### src/rtl/fetch_stage.sv
// fetch_stage: single-outstanding instruction fetch with branch redirect and a one-entry decode buffer.
// Define FETCH_PERF_EN to add the perf_fetch_cnt / perf_kill_cnt counters.
module fetch_stage #(
    parameter logic [31:0] RESET_PC = 32'h0000_0000
) (
    input  logic        clk,
    input  logic        rst_n,
    input  logic        br_taken,
    input  logic [31:0] br_target,
    output logic        imem_req_valid,
    input  logic        imem_req_ready,
    output logic [31:0] imem_req_addr,
    input  logic        imem_rsp_valid,
    input  logic [31:0] imem_rsp_data,
    output logic        if_valid,
    input  logic        if_ready,
    output logic [31:0] if_inst,
    output logic [31:0] if_pc,
    output logic [31:0] if_pc4
`ifdef FETCH_PERF_EN
    ,
    output logic [31:0] perf_fetch_cnt,
    output logic [31:0] perf_kill_cnt
`endif
);

    // state  | meaning
    // S_REQ  | no request outstanding; issue one when the buffer can take it
    // S_WAIT | one request outstanding; kill_q marks its response as stale
    typedef enum logic {
        S_REQ  = 1'b0,
        S_WAIT = 1'b1
    } state_t;

    state_t      state_q, state_d;
    logic        kill_q, kill_d;
    logic [31:0] pc_q, pc_d;
    logic [31:0] pc_plus4;

    logic        valid_q, valid_d;
    logic [31:0] inst_q, inst_d;
    logic [31:0] bpc_q, bpc_d;
    logic [31:0] bpc4_q, bpc4_d;

    logic        req_fire;
    logic        xfer;
    logic        rsp_in_wait;
    logic        rsp_accept;
    logic        rsp_discard;

    assign pc_plus4    = pc_q + 32'd4;
    assign xfer        = valid_q && if_ready;
    assign req_fire    = imem_req_valid && imem_req_ready;
    assign rsp_in_wait = (state_q == S_WAIT) && imem_rsp_valid;
    assign rsp_accept  = rsp_in_wait && !kill_q && !br_taken;
    assign rsp_discard = rsp_in_wait && (kill_q || br_taken);

    // Request only when the buffer will have room at the response; gated off while in reset.
    assign imem_req_valid = rst_n && (state_q == S_REQ) && (!valid_q || if_ready);
    assign imem_req_addr  = pc_q;

    assign if_valid = valid_q;
    assign if_inst  = inst_q;
    assign if_pc    = bpc_q;
    assign if_pc4   = bpc4_q;

    always_ff @(posedge clk or negedge rst_n) begin
        if (!rst_n) begin
            state_q <= S_REQ;
            kill_q  <= 1'b0;
            pc_q    <= RESET_PC;
        end else begin
            state_q <= state_d;
            kill_q  <= kill_d;
            pc_q    <= pc_d;
        end
    end

    always_comb begin
        state_d = state_q;
        kill_d  = kill_q;
        case (state_q)
            S_REQ: begin
                if (req_fire) begin
                    state_d = S_WAIT;
                    kill_d  = br_taken;
                end
            end
            S_WAIT: begin
                if (imem_rsp_valid) begin
                    state_d = S_REQ;
                    kill_d  = 1'b0;
                end else if (br_taken) begin
                    kill_d = 1'b1;
                end
            end
            default: begin
                state_d = S_REQ;
                kill_d  = 1'b0;
            end
        endcase
    end

    always_comb begin
        pc_d = pc_q;
        if (br_taken) begin
            pc_d = br_target;
        end else if (rsp_accept) begin
            pc_d = pc_plus4;
        end
    end

    // Redirect beats reload, reload beats drain.
    always_comb begin
        valid_d = valid_q;
        inst_d  = inst_q;
        bpc_d   = bpc_q;
        bpc4_d  = bpc4_q;
        if (br_taken) begin
            valid_d = 1'b0;
        end else if (rsp_accept) begin
            valid_d = 1'b1;
            inst_d  = imem_rsp_data;
            bpc_d   = pc_q;
            bpc4_d  = pc_plus4;
        end else if (xfer) begin
            valid_d = 1'b0;
        end
    end

    always_ff @(posedge clk or negedge rst_n) begin
        if (!rst_n) begin
            valid_q <= 1'b0;
            inst_q  <= 32'd0;
            bpc_q   <= 32'd0;
            bpc4_q  <= 32'd0;
        end else begin
            valid_q <= valid_d;
            inst_q  <= inst_d;
            bpc_q   <= bpc_d;
            bpc4_q  <= bpc4_d;
        end
    end

`ifdef FETCH_PERF_EN
    always_ff @(posedge clk or negedge rst_n) begin
        if (!rst_n) begin
            perf_fetch_cnt <= 32'd0;
            perf_kill_cnt  <= 32'd0;
        end else begin
            if (xfer) begin
                perf_fetch_cnt <= perf_fetch_cnt + 32'd1;
            end
            if (rsp_discard) begin
                perf_kill_cnt <= perf_kill_cnt + 32'd1;
            end
        end
    end
`else
    logic unused_discard;
    assign unused_discard = rsp_discard;
`endif

endmodule

### config.mk
export PLATFORM = sky130hd
export DESIGN_NAME = fetch_stage
export DESIGN_NICKNAME = d
export VERILOG_FILES = /design/src/rtl/fetch_stage.sv
export SDC_FILE = /design/constraint.sdc
export NUM_CORES = 1
export LEC_CHECK = 0
export BUFFER_PORTS_ARGS = -buffer_cell sky130_fd_sc_hd__buf_2
export CAP_MARGIN = 5
export CORE_MARGIN = 2
export CORE_UTILIZATION = 54
export DETAILED_ROUTE_END_ITERATION = 7
export HOLD_SLACK_MARGIN = 0.08
export PLACE_DENSITY_LB_ADDON = 0.12
export SLEW_MARGIN = 20
export SYNTH_ARGS = -nofsm -noshare
export SYNTH_HDL_FRONTEND = slang
export SYNTH_SLANG_ARGS = --single-unit
### constraint.sdc
create_clock -name clk -period 4.6 [get_ports clk]
set_input_delay 0.23 -clock clk [delete_from_list [all_inputs] [get_ports clk]]
set_output_delay 0.23 -clock clk [all_outputs]
set_load 0.02 [all_outputs]
==> results of run 1 <==
-- per-layer routing --
| layer | part of all wire, % | vias to the layer above | track usage, % |
|---|---|---|---|
| met5 | 0 | - | 0 |
| met4 | 2.5 | 0 | 11.8 |
| met3 | 5.5 | 35 | 5.62 |
| met2 | 51 | 210 | 47.5 |
| met1 | 41 | 2786 | 37.0 |
| li1 | - | 2727 | - |
-- worst max path at each step --
stage	start	end	slack, ns	depth (start not counted)
3_5_place_dp	state_q	if_pc4[24]	1.53	5
5_1_grt	state_q	if_pc4[24]	1.76	5
3_3_place_gp	kill_q	imem_req_addr[24]	1.74	4
6_report	state_q	imem_req_addr[20]	1.93	4
2_1_floorplan	imem_req_addr[2]	imem_req_addr[18]	2.36	7
4_1_cts	state_q	if_pc4[24]	1.50	5
-- metrics by stage --
stage	hold WS, ns	setup slack [ns]
5_1_grt	0.279	1.76
6_report	0.265	1.93
3_3_place_gp	0.265	1.74
4_1_cts	0.248	1.50
3_5_place_dp	0.275	1.53
2_1_floorplan	-0.0656	2.36
-- state kept, by name (all words and copies together) (netlist names) --
register       cells
if_valid           1
if_pc             32
if_pc4            30
state_q            1
if_inst           32
kill_q             1
imem_req_addr     32
-- where the power goes --
group	total, mW	switching (mW)	internal [mW]
sequential	1.77	0.257	1.51
combinational	1.44	0.943	0.502
clock	1.26	0.494	0.764
total	4.47	1.69	2.78
-- repair_timing --
item / 4_1_cts / 5_1_grt
hold endpoints to repair: 134 / 0
endpoints found under the setup margin: 0 / 0
hold buffers: 69 / 0
buffers inserted: 0 / 0
-- area by class of cell --
cell class	instances	area, sq um	share of cell area (%)
Multi-Input combinational cell	482	2450	30.1
Tap cell	140	175	2.15
Inverter	2	7.51	0.0920
Sequential cell	129	3230	39.6
Clock inverter	15	145	1.78
Timing Repair Buffer	273	1730	21.3
Clock buffer	17	414	5.08
-- critical path, cell delays in order (launching register included) --
cell	delay, ns
dfrtp_1	0.48
nand3b_1	0.48
or4_1	0.92
or4_1	0.49
a31oi_1	0.20
-- kinds of logic (layout without fill, tap and decap cells) --
logic type / Yosys count / in the layout
AO/OA/AOI/OAI: 86 / 86
multiplexers: 4 / 4
buffers and inverters: 57 / 307
flip-flops: 129 / 129
adder cells (fa/ha/maj): 1 / 1
AND/OR/NAND/NOR: 365 / 365
XOR/XNOR: 26 / 26
-- cell usage after synthesis (3+ instances only) --
cell type / n / area share [%]
a22oi_1: 3 / 0.38
a31oi_1: 21 / 2.2
buf_2: 8 / 0.68
buf_4: 6 / 0.76
clkbuf_1: 37 / 2.3
dfrtp_1: 129 / 55
nand2_1: 247 / 16
nand3_1: 13 / 1.1
nand4_1: 8 / 0.85
nand4_2: 3 / 0.63
nor2_1: 30 / 1.9
nor2b_1: 3 / 0.32
nor3_1: 6 / 0.51
nor4_1: 5 / 0.53
o211ai_1: 7 / 0.89
o21ai_0: 40 / 3.4
o31ai_1: 12 / 1.5
or2_2: 3 / 0.32
or3_1: 15 / 1.6
or4_1: 24 / 3.0
xnor2_1: 18 / 2.7
xor2_1: 8 / 1.2
==> metrics, run 1 <==
Reg-to-Reg End=imem_req_addr[20]; Starting Density=55.0%; total gr overflow=0; XOR/XNOR Fraction of Synth Area=under 10%; Worst R2R Setup Slack=roughly 1.9 ns; Slew @ Worst Pin=0.853 ns; CTS tree=yes; Critical Path Start Type=flop; Top FF cell, synth=dfrtp_1; worst setup path class=reg -> reg; CP max FO=17; TNS Setup=0 ns; WL/cell=roughly 16 um; sequential fraction of the synthesis area=a little over half; Ports=200; Worst Hold Launch=br_taken; number of antenna violations at the first check in global routing=0; CTS Sinks=129; Peak VDD IR=0.000349 V; synthesized area per cell=between 8 and 9 sq um; FF-to-FF Start=state_q; Cells after DPL=between 900 and 1,000; vias in the first global route=approximately 5,400; async set-or-reset flop fraction in the synthesized netlist=100%; Max Cap Viol=0; Tcrit/Tclk final=58.0%; CP Capture Type=flop; port bufs=between 150 and 200; number of synthesized flops with an enable pin=0; Tot GR Track Use=roughly 29%; Die H=roughly 110 um; most common cell after layout, fill and taps aside=nand2_1; Yosys cell types=39; Power Total=4.47 mW; Final Slew Violations=0; P_leak=slightly above 4 nW; Final Util=75.9%; CTS resizes=0; # fillers=between 700 and 800; final net count=a little under 1,000; core area=between 10,000 and 15,000 sq um; crit path DAT=around 3.1 ns; Hold Vio Cnt, Final=0; WHS Endpoint=imem_req_addr[3]; Rows=38; f_max=roughly 370 MHz; drt initial violations=between 300 and 400; number of synthesized register bits=approximately 130; RSZ-0062 raised after global routing=no; root buf cell=clkbuf_8; worst-case clock skew=around 0.010 ns; mux cell area share after synthesis=less than 1%; htree depth=4; layout cells sized above 1=26.9%; Synth Area in Compound Gates=8.72%; drt first pass iters=5; outcome=finished clean; Power Dens Cells=roughly 550 nW/um^2; hold path depth=3; Hold WC Path Type=in -> reg; Setup-failing EPs final=0; Area Overhead vs Synth=37.9%; Detail Route Antenna Nets=0; DRC violations left=0; Max clock buf depth=2; syn nets=739; placement-stage cell area=6900 sq um; Ys Warns=0; largest family of logic cells by synthesized area=simple AND/OR/NAND/NOR gates; worst-skew pair later-pin latency=roughly 0.52 ns; die area=about 12,000 sq um; Final Instance Count excl. Fillers=between 1,000 and 1,500; drt total wl=between 15,000 and 20,000 um; dpl hpwl=~10,000 um; adder-cell share of the synthesized area=less than 1%; Netlist Area Pre-Place=~5900 sq um; Critical Path RT=a little over 5 ns; via count=~5,800; Final min period=around 2.7 ns; final instance area=around 8200 sq um; GPL Wtd Cong=0.809; drt via density=between 5 and 6; Worst Reg-to-Reg Cells=4; CTS Buf Count=17; most frequent cells in the layout=nand2_1, buf_2, dfrtp_1; relative slew slack=43.1%; first-pass GRT wire length=approximately 26,000 um; Syn Inst Count=approximately 670; Die W=109 um; Simple-Gate Fraction of Synth Area=between 20% and 30%; pin count of the biggest net entering global routing=approximately 70; ANT cells=0; clk slew on worst S/H paths=about 0.060 ns
No activity file was read; power rests on OpenSTA's default activity.
==> run 2: changes to the inputs <==
--- a/config.mk
+++ b/config.mk
@@ -5,10 +5,11 @@
 export SDC_FILE = /design/constraint.sdc
 export NUM_CORES = 1
 export LEC_CHECK = 0
+export ABC_AREA = 1
 export BUFFER_PORTS_ARGS = -buffer_cell sky130_fd_sc_hd__buf_2
 export CAP_MARGIN = 5
 export CORE_MARGIN = 2
-export CORE_UTILIZATION = 54
+export CORE_UTILIZATION = 50
 export DETAILED_ROUTE_END_ITERATION = 7
 export HOLD_SLACK_MARGIN = 0.08
 export PLACE_DENSITY_LB_ADDON = 0.12
==> constraint.sdc (replaced) <==
create_clock -name clk -period 2.65 [get_ports clk]
set_input_delay 0.1325 -clock clk [delete_from_list [all_inputs] [get_ports clk]]
set_output_delay 0.1325 -clock clk [all_outputs]
set_load 0.02 [all_outputs]
==> run 2 against run 1 <==
Net effect: sequential cell count unchanged; non-clock buffer count up 1; sequential power increased by 80%; register-to-register slack worse by 1.0 ns; sequential share of layout area fell by 0.53 points; critical endpoint is now if_pc[2]; largest cell class unchanged.
==> metrics, run 2 <==
most frequent cells in the layout=nand2_1, buf_2, dfrtp_1; number of synthesized flops with an enable pin=0 (unchanged); Critical Path Start Type=flop; met1 Use GR=36.7% (-0.22 points); Power Total=8.77 mW (+96%); met3 usage=6.31% (+0.70 points); relative slew slack=50.6% (+7.5 points); async set-or-reset flop fraction in the synthesized netlist=100% (unchanged); most common cell after layout, fill and taps aside=nand2_1; Top FF cell, synth=dfrtp_1; total gr overflow=0 (unchanged); Syn Inst Count=722 (+8.1%); CTS resizes=0 (unchanged); RSZ-0062 raised after global routing=no; TNS Setup=0 ns (unchanged); Final Slew Violations=0 (unchanged); CTS tree=yes; FF-to-FF Start=state_q; CP Capture Type=flop; post-synth top area share=55.8% (+1.2 points); WL/cell=15.0 um (-3.6%); GPL Wtd Cong=0.907 (+12%); syn nets=793 (+7.3%); CP max FO=66 (+49); drt first pass iters=4 (-1); hold path depth=3 (unchanged); GR Util met2=47.2% (-0.30 points); root buf cell=clkbuf_16; Area Overhead vs Synth=42.8%; Ports=200 (unchanged); slowest library cell on the worst path=buf_4; Yosys cell types=27 (-31%); sequential fraction of the synthesis area=55.8% (+1.2 points); Netlist Area Pre-Place=5790 sq um (-2.1%); drt via density=4.99 (-8.2%); Top Family by Delay on Critical Path=buffers and inverters; Critical Path RT=2.95 ns (-2.08 ns); Ys Warns=0 (unchanged); Hold Vio Cnt, Final=0 (unchanged); final net count=1,056 (+8.2%); Starting Density=50.9% (-4.1 points); P_leak=4.57 nW (+14%); Worst Reg-to-Reg Cells=5 (+1); first-pass GRT wire length=28,300 um (+7.9%); top cells by area, synth=dfrtp_1, nand2_1, nand3_1; Max clock buf depth=2 (unchanged); Top Usage Layer GRT=met2; crit path from=state_q; Post-CTS Hold Buffers=69 (unchanged); DRC violations left=0 (unchanged); Hold WC Path Type=in -> reg; top cell type by total area after synthesis=dfrtp_1; outcome=finished clean; Setup-failing EPs final=0 (unchanged); Final min period=1.75 ns (-0.917 ns); worst setup path class=reg -> reg; pin count of the biggest net entering global routing=102 (+44%); htree depth=4 (unchanged); Die W=112 um (+2.7%); post-CTS setup buffers=0 (unchanged); dpl hpwl=11,300 um (+8.7%); CP max stage delay=0.59 ns (-0.33 ns); CTS Buf Count=17 (unchanged); f_max=571 MHz (+52%); Die H=112 um (+2.7%); crit-path cells=nand3_2 > nor2_4 > buf_4 > nand2_1 > o21a_1; clk slew on worst S/H paths=0.05 ns (about the same); Slew @ Worst Pin=0.741 ns (-0.111 ns); drt initial violations=383 (+0.52%); worst-case clock skew=0.00695 ns (-0.00326 ns); Tcrit/Tclk final=66.1% (+8.1 points); crit path DAT=2.05 ns (-1.05 ns); port bufs=199 (unchanged); leading cell types by count after synthesis=nand2_1, dfrtp_1, inv_1, nand3_1, o21ai_0; CTS Sinks=129 (unchanged); ANT cells=0 (unchanged); via count=5,699 (-1.0%); core area=11,400 sq um (+5.8%); die area=12,500 sq um (+5.5%); drt total wl=17,200 um (+3.9%); final instance area=8270 sq um (+1.3%); number of antenna violations at the first check in global routing=0 (unchanged); number of synthesized register bits=129 (unchanged); placement-stage cell area=6880 sq um (-0.20%); Max Cap Viol=0 (unchanged); synthesized area per cell=8.02 sq um (-9.4%); Peak VDD IR=0.000839 V (+140%); Rows=39 (+2.6%); Final Util=72.7% (-3.2 points); top-count cell post-synth=nand2_1; Reg-to-Reg End=if_pc[2]; end point of the critical path=if_pc[2]; worst path bufs/invs=1 (+1); Levels on crit path=5 (+1); Worst R2R Setup Slack=0.90 ns (-1.03 ns); vias in the first global route=5,808 (+7.1%); layout cells sized above 1=26.1% (-0.85 points); Detail Route Antenna Nets=0 (unchanged); worst-skew pair later-pin latency=0.41 ns (-0.11 ns); Power Dens Cells=1060 nW/um^2 (+94%); Tot GR Track Use=28.5% (-0.14 points)
==> run 2: changes by cell type after synthesis, sizes merged, moves of 8 or more <==
cell / delta
a31oi: -20
clkbuf: -33
or4: -25
nand4: -10
or3: -15
inv: +52
o21ai: +13
xnor2: -17
nand3: +40
o31ai: -12
nor2: +10
nand2: +99
buf: +8
==> run 2: cells by family after synthesis <==
group	count (synthesis)	synth area share, %
fa+ha+maj	1	0.216
simple gates	444	31.9
flops	129	55.8
buf+inv	84	6.25
xor+xnor	4	0.605
compound gates	60	5.30
==> run 2: routing by layer <==
metal,share of wire (%),up-vias
met1,43,2688
met4,2.8,0
met5,0,-
met3,5.4,36
li1,-,2760
met2,48,215
==> run 2: worst min path at each step <==
stage | slack (ns) | from | endpoint
floorplan | -0.16 | rst_n | if_inst[0]
global placement | 0.04 | rst_n | if_pc[26]
detailed placement | 0.04 | rst_n | if_pc[26]
CTS | 0.08 | imem_req_ready | kill_q
global route | 0.11 | imem_req_ready | kill_q
finish | 0.1 | imem_req_ready | kill_q
==> run 2: worst reg2reg max path, stage by stage (launching register included) <==
cell,delay (ns)
dfrtp_1,0.41
nand3_2,0.14
nor2_4,0.12
buf_4,0.59
nand2_1,0.23
o21a_1,0.16
==> run 2: where the power goes <==
part           switching [mW]  internal [mW]  leakage [nW]  total [mW]
Combinational            1.89          0.973          2.61        2.86
Sequential              0.472           2.71          1.63        3.18
Clock                   0.881           1.84         0.325        2.73
==> run 2: stage by stage <==
stage / std cells / worst slack (ns) / hold slack, ns
after detailed placement: 1040 / 0.837 / 0.0401
after global routing: 1141 / 0.730 / 0.109
after floorplan: 722 / 1.13 / -0.163
final: 1141 / 0.900 / 0.0971
after CTS: 1141 / 0.891 / 0.0802
after global placement: 1040 / 0.909 / 0.0395
==> run 2: area by class of cell <==
cell class,instances,area (sq um)
Fill cell,890,3100
Clock inverter,12,228
Inverter,54,204
Multi-Input combinational cell,509,2200
Tap cell,143,179
Timing Repair Buffer,274,1760
Clock buffer,20,467
Sequential cell,129,3230
==> run 3: changes to the inputs <==
--- a/config.mk
+++ b/config.mk
@@ -9,7 +9,7 @@
 export BUFFER_PORTS_ARGS = -buffer_cell sky130_fd_sc_hd__buf_2
 export CAP_MARGIN = 5
 export CORE_MARGIN = 2
-export CORE_UTILIZATION = 50
+export CORE_UTILIZATION = 45
 export DETAILED_ROUTE_END_ITERATION = 7
 export HOLD_SLACK_MARGIN = 0.08
 export PLACE_DENSITY_LB_ADDON = 0.12
==> constraint.sdc (replaced) <==
create_clock -name clk -period 1.5 [get_ports clk]
set_input_delay 0.075 -clock clk [delete_from_list [all_inputs] [get_ports clk]]
set_output_delay 0.075 -clock clk [all_outputs]
set_load 0.02 [all_outputs]
==> run 3 against run 2 <==
Net effect: the run now ends with negative setup slack left; combinational power rose by 83%; sequential power grew 76%; clock-buffer cell count rose by 1; die area increased by 11%; non-clock buffer count increased by 35; sequential share of layout area decreased by 1.4 points; largest power group unchanged.
==> metrics, run 3 (synthesized netlist as in run 2, its figures left out) <==
Peak VDD IR=0.000954 V (+14%); first-pass GRT wire length=29,300 um (+3.7%); clk slew on worst S/H paths=0.06 ns (about the same); Hold Vio Cnt, Final=0 (unchanged); met3 usage=5.59% (-0.72 points); Power Total=14.9 mW (+69%); via count=5,796 (+1.7%); drt first pass iters=5 (+1); outcome=finished with violations; Hold WC Path Type=in -> async; most frequent cells in the layout=nand2_1, buf_2, dfrtp_1; Area Overhead vs Synth=48.5%; crit path DAT=1.80 ns (-0.25 ns); total gr overflow=0 (unchanged); WL/cell=15.0 um (about the same); drt via density=4.81 (-3.7%); Rows=41 (+5.1%); vias in the first global route=5,953 (+2.5%); Final Slew Violations=0 (unchanged); pin count of the biggest net entering global routing=77 (-25%); CP max FO=7 (-89%); RSZ-0062 raised after global routing=yes; die area=13,800 sq um (+11%); drt total wl=18,100 um (+5.6%); Die W=117 um (+5.2%); dpl hpwl=12,400 um (+10%); P_leak=4.71 nW (+3.1%); final net count=1,091 (+3.3%); Critical Path RT=1.79 ns (-1.16 ns); met1 Use GR=32.5% (-4.2 points); CP Capture Type=flop; hold_ws=0.0919 ns (-0.00518 ns); Max Cap Viol=0 (unchanged); Setup-failing EPs final=1 (+1); relative slew slack=72.9% (+22 points); Slew @ Worst Pin=0.406 ns (-0.335 ns); failing checks=negative setup slack; layout cells sized above 1=30.3% (+4.2 points); GR Util met2=47.1% (about the same); most common cell after layout, fill and taps aside=nand2_1; drt initial violations=385 (+0.52%); Tcrit/Tclk final=100% (+34 points); worst-case clock skew=0.00543 ns (-0.00152 ns); CTS tree=yes; Final Util=68.4% (-4.3 points); Tot GR Track Use=26.7% (-1.8 points); ANT cells=0 (unchanged); Cells after DPL=1,098 (+5.6%); Final min period=1.51 ns (-0.244 ns); CTS Sinks=129 (unchanged); Final Instance Count excl. Fillers=1,205 (+5.6%); Ports=200 (unchanged); Detail Route Antenna Nets=0 (unchanged); port bufs=199 (unchanged); Die H=117 um (+5.2%); Power Dens Cells=1730 nW/um^2 (+63%); htree depth=4 (unchanged); number of antenna violations at the first check in global routing=0 (unchanged); worst-skew pair later-pin latency=0.41 ns (about the same); DRC violations left=0 (unchanged); Starting Density=46.1% (-4.9 points); Critical Path Start Type=flop; core area=12,600 sq um (+11%); CTS Buf Count=17 (unchanged); Final WS setup=-0.00681 ns (-0.906 ns); Top Usage Layer GRT=met2; worst setup path class=reg -> reg; GPL Wtd Cong=0.885 (-2.4%); Max clock buf depth=2 (unchanged); root buf cell=clkbuf_16; f_max=664 MHz (+16%)
==> run 3: per-stage QoR <==
| stage | setup TNS [ns] | area (sq um) | worst slack, ns |
|---|---|---|---|
| after floorplan | 0 | 5790 | 0.0211 |
| after global placement | 0 | 7160 | 0.0500 |
| after detailed placement | 0 | 7160 | 0.0303 |
| after CTS | 0 | 8460 | 0.0304 |
| after global routing | -1.54 | 8590 | -0.0747 |
| final | -0.00681 | 8590 | -0.00681 |
==> run 3: repair_timing <==
item	in CTS	in global routing
pin swaps	0	10
buffers inserted	0	3
gates resized for setup	2	29
hold endpoints to repair	196	1
hold buffers	72	1
endpoints found under the setup margin	2	51
==> run 3: worst max-delay path, stage by stage (launching register included) <==
cell,delay (ns)
dfrtp_2,0.39
ha_4,0.16
nand2_4,0.06
nor2_4,0.18
nand2_4,0.12
buf_4,0.16
xor2_1,0.14
nand2_1,0.10
nand3_2,0.08
==> run 3: layout make-up <==
class / instances / area (sq um)
sequential: 129 / 3230
clock buffer: 21 / 460
fill: 1050 / 3970
inverter: 54 / 208
tap: 172 / 215
timing repair buffer: 309 / 2070
clock inverter: 11 / 113
multi-input combinational: 509 / 2290
==> run 3: path summary, 6_finish.rpt <==
kind                                     end  slack, ns  cells after the start        startpoint
max in group asynchronous  imem_req_addr[19]       0.68                      3             rst_n
max                        imem_req_addr[10]     -0.007                      8  imem_req_addr[3]
min                                 if_pc[0]       0.09                      2             rst_n
min reg2reg                       if_inst[8]       0.47                      2        if_inst[8]
max reg2reg                imem_req_addr[10]     -0.007                      8  imem_req_addr[3]
min in group clk           imem_req_addr[31]       0.14                      5          br_taken
==> run 3: report_power, final <==
part	internal, mW	leakage [nW]	switching (mW)
Sequential	4.79	1.63	0.813
Clock	2.51	0.278	1.49
Combinational	1.84	2.80	3.40
==> run 3: per-layer routing <==
layer	share of wire, %	up-vias	wire length [um]
met2	51	183	9190
li1	-	2837	-
met1	43	2750	7770
met4	1.7	0	307
met3	4.7	26	844
met5	0	-	0
